**config.mk**
```make
export PLATFORM = sky130hd
export DESIGN_NAME = fetch_sequencer
export DESIGN_NICKNAME = d
export VERILOG_FILES = /design/src/rtl/riscv_pkg.sv /design/src/rtl/fetch_sequencer.sv
export SDC_FILE = /design/constraint.sdc
export NUM_CORES = 1
export LEC_CHECK = 0
export ABC_AREA = 1
export CAP_MARGIN = 10
export CORE_MARGIN = 4
export CORE_UTILIZATION = 37
export CTS_CLUSTER_DIAMETER = 30
export DETAILED_ROUTE_END_ITERATION = 16
export HOLD_SLACK_MARGIN = 0.15
export PLACE_DENSITY_LB_ADDON = 0.2
export SYNTH_ARGS = -nofsm -noshare
export SYNTH_HDL_FRONTEND = slang
export SYNTH_SLANG_ARGS = --single-unit
```
**constraint.sdc**
```tcl
create_clock -name clk -period 1.8 [get_ports clk]
set_clock_uncertainty 0.05 [all_clocks]
set_input_delay 0.27 -clock clk [delete_from_list [all_inputs] [get_ports clk]]
set_output_delay 0.27 -clock clk [all_outputs]
set_load 0.005 [all_outputs]
```
**src/rtl/riscv_pkg.sv**
```systemverilog
// Shared definitions for the core front end: fetch FSM encoding and instruction constants.
package riscv_pkg;

    localparam int unsigned INSTR_W     = 32;
    localparam logic [6:0]  HALT_OPCODE = 7'h7F;

    typedef enum logic [2:0] {
        IDLE = 3'd0,
        REQ  = 3'd1,
        WAIT = 3'd2,
        HOLD = 3'd3,
        HALT = 3'd4
    } fetch_state_e;

endpackage

```
**src/rtl/fetch_sequencer.sv**
```systemverilog
// Multi-cycle instruction fetch controller: owns the word-addressed PC, issues one request at a
// time to instruction memory, holds the returned word for decode, handles redirects and HALT.
module fetch_sequencer
    import riscv_pkg::*;
#(
    parameter int unsigned       WIDTH      = 32,
    parameter logic [WIDTH-1:0]  RESET_ADDR = '0,
    parameter int unsigned       COUNT_W    = 16
) (
    input  logic                 clk,
    input  logic                 rst,

    output logic                 imem_req,
    output logic [WIDTH-1:0]     imem_addr,
    input  logic                 imem_rvalid,
    input  logic [INSTR_W-1:0]   imem_rdata,

    output logic                 ins_valid,
    output logic [INSTR_W-1:0]   ins_data,
    output logic [WIDTH-1:0]     ins_pc,
    input  logic                 ins_ready,

    input  logic                 redirect_valid,
    input  logic [WIDTH-1:0]     redirect_addr,
    input  logic                 resume,

    output logic                 halted,
    output logic [COUNT_W-1:0]   fetch_count
);

    fetch_state_e     state;
    logic [WIDTH-1:0] pc;
    // Set when the outstanding request belongs to a stale PC and its data must be discarded.
    logic             drop;

    assign imem_addr = pc;

    always_ff @(posedge clk) begin
        if (rst) begin
            state       <= IDLE;
            pc          <= RESET_ADDR;
            drop        <= 1'b0;
            imem_req    <= 1'b0;
            ins_valid   <= 1'b0;
            halted      <= 1'b0;
            ins_data    <= '0;
            ins_pc      <= '0;
            fetch_count <= '0;
        end else begin
            imem_req <= 1'b0;
            unique case (state)
                IDLE: begin
                    state    <= REQ;
                    imem_req <= 1'b1;
                end
                REQ: begin
                    state <= WAIT;
                    if (redirect_valid) begin
                        pc   <= redirect_addr;
                        drop <= 1'b1;
                    end
                end
                WAIT: begin
                    if (redirect_valid) begin
                        pc   <= redirect_addr;
                        drop <= 1'b1;
                    end
                    if (imem_rvalid) begin
                        // A redirect in the same cycle as the data also makes it stale; the
                        // response is consumed here, so nothing is left outstanding to drop.
                        if (drop || redirect_valid) begin
                            drop     <= 1'b0;
                            state    <= REQ;
                            imem_req <= 1'b1;
                        end else if (imem_rdata[6:0] == HALT_OPCODE) begin
                            state  <= HALT;
                            halted <= 1'b1;
                        end else begin
                            ins_data  <= imem_rdata;
                            ins_pc    <= pc;
                            state     <= HOLD;
                            ins_valid <= 1'b1;
                        end
                    end
                end
                HOLD: begin
                    if (redirect_valid || ins_ready) begin
                        state     <= REQ;
                        imem_req  <= 1'b1;
                        ins_valid <= 1'b0;
                        pc        <= redirect_valid ? redirect_addr : pc + WIDTH'(1);
                        if (ins_ready) begin
                            fetch_count <= fetch_count + COUNT_W'(1);
                        end
                    end
                end
                HALT: begin
                    if (redirect_valid || resume) begin
                        state    <= REQ;
                        imem_req <= 1'b1;
                        halted   <= 1'b0;
                        pc       <= redirect_valid ? redirect_addr : pc + WIDTH'(1);
                    end
                end
                default: begin
                    state <= IDLE;
                end
            endcase
        end
    end

endmodule

```
Word-level counts from Yosys, hierarchy flattened
Cells that the tools add are included.

Bits in registers: 119. Latch bits: 0. RAM bits: 0. Bits in read-only memories: 0. Output and inout port bits: 115. Word-level logic and storage cells: 70. Memories: 0.

$add $sub $neg: 2. $mul: 0. Divide/modulo/power cells: 0. Order comparisons: 0. Equal/unequal tests: 12. Shifts and indexed selects: 0. Muxes and demuxes: 30. Bitwise gates (word level): 2. Reductions and logical operators: 15.

Operator list (number): two-way mux 32 bit (4); case mux 32 bit (3 select lines) (1); adder 32 x 1 -> 32 bit, second input constant (1); adder 16 x 1 -> 16 bit, second input constant (1); two-way mux 1 bit (15); two-way mux 3 bit (5); case mux 3 bit (5 select lines) (1); inequality test 2 bit, second input constant (6); AND reduction 5 bit (2); AND reduction 4 bit (2); == test 7 bit, second input constant (1); == test 3 x 2 -> 1 bit, second input constant (2); case mux 1 bit (2 select lines) (3); AND reduction 3 bit (2); nonzero test 2 bit (3); case mux 1 bit (4 select lines) (1); == test 3 x 1 -> 1 bit, second input constant (1); == test 3 bit, second input constant (1); zero test 3 bit (1); logical OR 1 bit (3); nonzero test 3 bit (1); inequality test 2 x 1 -> 1 bit, second input constant (1); NOT 1 bit (2); OR reduction 2 bit (1).

Longest topological paths before layout
Depth after elaboration: 5. Mapped depth: 11. Depth with buffers taken out: 11.

Least setup slack after synthesis
Ideal clock, no wire load.

Path type: reg2reg. From: register pc[1], in the netlist imem_addr[1]. To: register pc[12], in the netlist imem_addr[12]. Arrival: 1.365 ns. Required time: 1.635 ns. Path slack: 0.270 ns. Cell stages (with the launch flop): 11. Path buffers: 0. Clock period less this slack: 1.530 ns. Cells stage by stage: dfxtp_1 -> ha_1 -> inv_1 -> nor2_4 -> nand2_1 -> inv_1 -> nand3_1 -> o22ai_1 -> nand2_1 -> nand2_1 -> nor2_1.

Cells in the longest elaborated chain, start to end: 4. Elaborated cells on any way between the ends: 5.

RTL lines: from (decl) (RTL line fetch_sequencer.sv:32) `logic [WIDTH-1:0] pc;`; from (signal assigned) (RTL line fetch_sequencer.sv:59) `pc <= redirect_addr;`; from (signal assigned) (RTL line fetch_sequencer.sv:65) `pc <= redirect_addr;`; from (signal assigned) (RTL line fetch_sequencer.sv:91) `pc <= redirect_valid ? redirect_addr : pc + WIDTH'(1);`; adder 32 x 1 -> 32 bit * (RTL line fetch_sequencer.sv:91, fetch_sequencer.sv:102); two-way mux 32 bit * (RTL line fetch_sequencer.sv:91, fetch_sequencer.sv:102); two-way mux 32 bit (on tied branches) (RTL line fetch_sequencer.sv:98, fetch_sequencer.sv:87); case mux 32 bit (3 select lines) * (RTL line fetch_sequencer.sv:51) `unique case (state)`.

Mark *: on every way between the ends. The rest lies on a longest branch, timed or not. The select of a mux whose other input is x is not followed. A chain may end at the register's enable or synchronous reset.

Final worst setup path
From: register pc[10], in the netlist imem_addr[10]. To: output imem_addr[10].

RTL lines: to (decl) (RTL line fetch_sequencer.sv:14) `output logic [WIDTH-1:0] imem_addr,`.

No word-level cell between the ends.

==> impl_metrics.ini <==
[die]
coreArea_um2 = 15900
die_width_um = 136
initial_core_util = 0.379
die_y_um = 136
die_area_um2 = 18400
ios = 185
num_rows = 46

[routing]
num_vias = 6444
dr.first_iter.drc_count = 356
drc = 0
wirelength_um = 18800
dr.pass1.iters = 5
via_per_inst = 4.73
ant_nets = 0
wl_per_cell_um = 13.8

[layout]
final_cell_mix = 209 x nand2_1, 183 x clkdlybuf4s50_1, 122 x inv_1, 117 x nor2_1, 111 x a21oi_1
diodes = 0
drive_gt1_frac = 0.114
area_growth_pct = 50.7
nets = 1208
layout_commonest_cell = nand2_1
stdcell_count = 1363

[cts]
clkTransAtPathRegs_ns = 0.05
clock-sinks = 119
h-tree-depth = 4
cts_tree = done
clkLatencyLatePin_ns = 0.41
post_cts_buffers = 0
clockBufferDepth = 2
cts_buffers = 17
cts-root-buf = clkbuf_16

[place]
dp_hpwl_um = 14200
globalplace.congestion = 0.873
port-buffer-count = 184
dp_cells = 1333

[critical_path]
worstPathMaxFanout = 5
max_stage_delay_ns = 0.52
slowest_stage = clkdlybuf4s50_1
crit_path_end_kind = output port
reg2reg_from = imem_addr[5]
worst_ep_arrival_time_ns = 1.45
worstRegToRegCells = 7
crit_type = reg -> out
cp_top_family = buffers and inverters
cp-start-kind = flop
r2r-end = imem_addr[13]
crit_chain = buf_4 > clkdlybuf4s50_1
worst-path-buf-inv = 2
critPathRequiredTime_ns = 1.48
r2r_slack_ns = 0.12

[sta]
fmax_mhz = 566
whs_ns = 0.390
rsz0062_at_grt = false
setup_tns_ns = 0
period_minus_slack_ns = 1.77
slew_violations = 0
max-slew-margin-rel = 0.747
period_share = 0.982
report.final.setup_viol = 0
hold_viol_final = 0
worst_pin_slew_ns = 0.377

[power]
clockPowerShare = 0.327
p_leak_nw = 3.31
swShare = 0.321
pwr-share-comb = 0.335
p_int_mw = 7.44
seqPwrFrac = 0.338
ir_drop_mv = 0.694
power_density_nw_per_um2 = 1210
switchingPower_mw = 3.52

[worst_hold_path]
min_from = ins_pc[0]
hold-path-endpoint = ins_pc[0]
min_path_type = reg -> reg
holdPathStages = 2

[global_route]
antenna_found_initial = 0
grt_pass1_vias = 5900
grt_max_degree = 61
grt_pass1_wl_um = 29700
grt_usage = 0.203
grt-ovfl-total = 0

[synth]
syn-cell-area_um2 = 6020
seq_area_frac_synth = 0.396
syn_inst = 920
synth-seq-cells = 119
synth_cell_types = 39
syn_area_per_cell_um2 = 6.54
yosysWarnings = 0
synth_nets = 992

[run]
cap_viol_max_count = 0

[status]
status = finished, final reports clean
-- worst max-delay path by stage --
stage | to | from | depth (start not counted) | slack [ns]
2_1_floorplan | imem_addr[12] | imem_addr[1] | 10 | 0.27
3_3_place_gp | ins_data[1] | imem_rdata[0] | 9 | -0.1
3_5_place_dp | imem_addr[10] | redirect_valid | 9 | -0.14
4_1_cts | imem_addr[26] | imem_addr[26] | 1 | 0.00008
5_1_grt | imem_addr[10] | imem_addr[10] | 2 | 0.002
6_report | imem_addr[10] | imem_addr[10] | 2 | 0.03
-- worst min-delay path, delay by kind of cell (launching register included) --
family	cells	cell delay, ns
buffers and inverters	1	0.05
AO/OA/AOI/OAI	1	0.05
flip-flops	1	0.30
-- Yosys cell counts, drive strengths merged --
| library cell | number | area [um2] |
|---|---|---|
| o211a | 1 | 10.0 |
| and3 | 2 | 12.5 |
| buf | 27 | 178 |
| dfxtp | 119 | 2380 |
| nor2 | 125 | 499 |
| inv | 125 | 472 |
| o22ai | 2 | 12.5 |
| o211ai | 2 | 20.0 |
| a21oi | 113 | 573 |
| o21ai | 88 | 440 |
| or2 | 2 | 12.5 |
| a2111oi | 1 | 8.76 |
| a31oi | 1 | 6.26 |
| nand4 | 7 | 58.8 |
| ha | 2 | 25.0 |
| clkinv | 2 | 8.75 |
| clkbuf | 11 | 41.3 |
| nor3 | 12 | 60.1 |
| nand3 | 51 | 268 |
| nand3b | 2 | 15.0 |
| o21a | 1 | 7.51 |
| xnor2 | 3 | 26.3 |
| nand2 | 215 | 827 |
| o21bai | 1 | 7.51 |
| xor2 | 5 | 43.8 |
-- logic make-up after synthesis --
kind of cell    Yosys count  share of synthesized area
compound gates          210                      0.181
buf+inv                 165                      0.116
xor+xnor                  8                     0.0116
simple gates            416                      0.291
fa+ha+maj                 2                    0.00416
flops                   119                      0.396
-- state kept, by name, indices dropped and copies added (netlist names) --
name,count
imem_addr,32
ins_data,32
ins_pc,32
fetch_count,16
state,3
drop,1
halted,1
imem_req,1
ins_valid,1
-- what timing repair did --
action / CTS / global route
pin swaps: 0 / 0
hold buffers: 0 / 0
setup endpoints to repair: 12 / 52
resized for setup: 12 / 23
-- power groups by stage --
stage	Sequential (mW)	Clock [mW]	Combinational, mW
6_report	3.70	3.59	3.67
5_1_grt	3.76	3.78	4.08
4_1_cts	3.66	3.66	3.69
3_5_place_dp	3.68	0	3.68
3_3_place_gp	3.69	0	3.64
2_1_floorplan	3.63	0	1.76
-- layer usage --
metal | GRT usage | part of all wire | vias up
met4 | 0.0711 | 0.021 | 0
met2 | 0.327 | 0.46 | 165
met5 | 0 | 0 | -
met3 | 0.0431 | 0.056 | 25
met1 | 0.268 | 0.46 | 2876
li1 | - | - | 3378
-- cell type report --
class	count	area, um2
well taps	216	270
flip-flops and latches	119	2420
clock buffers	22	474
clock inverters	8	146
fillers	1569	6820
repair buffers	235	2310
multi-input cells	636	2960
inverters	127	480
-- per-stage QoR --
stage	power, mW	util	area (um2)	setup WS [ns]
finish	11.0	0.571	9070	0.0322
detailed placement	7.36	0.528	8390	-0.143
global route	11.6	0.571	9070	0.00186
global placement	7.33	0.528	8390	-0.0982
floorplan	5.38	-	6020	0.270
CTS	11.0	0.568	9030	0.0000795
Note: power is estimated with default switching activity, not from simulation.
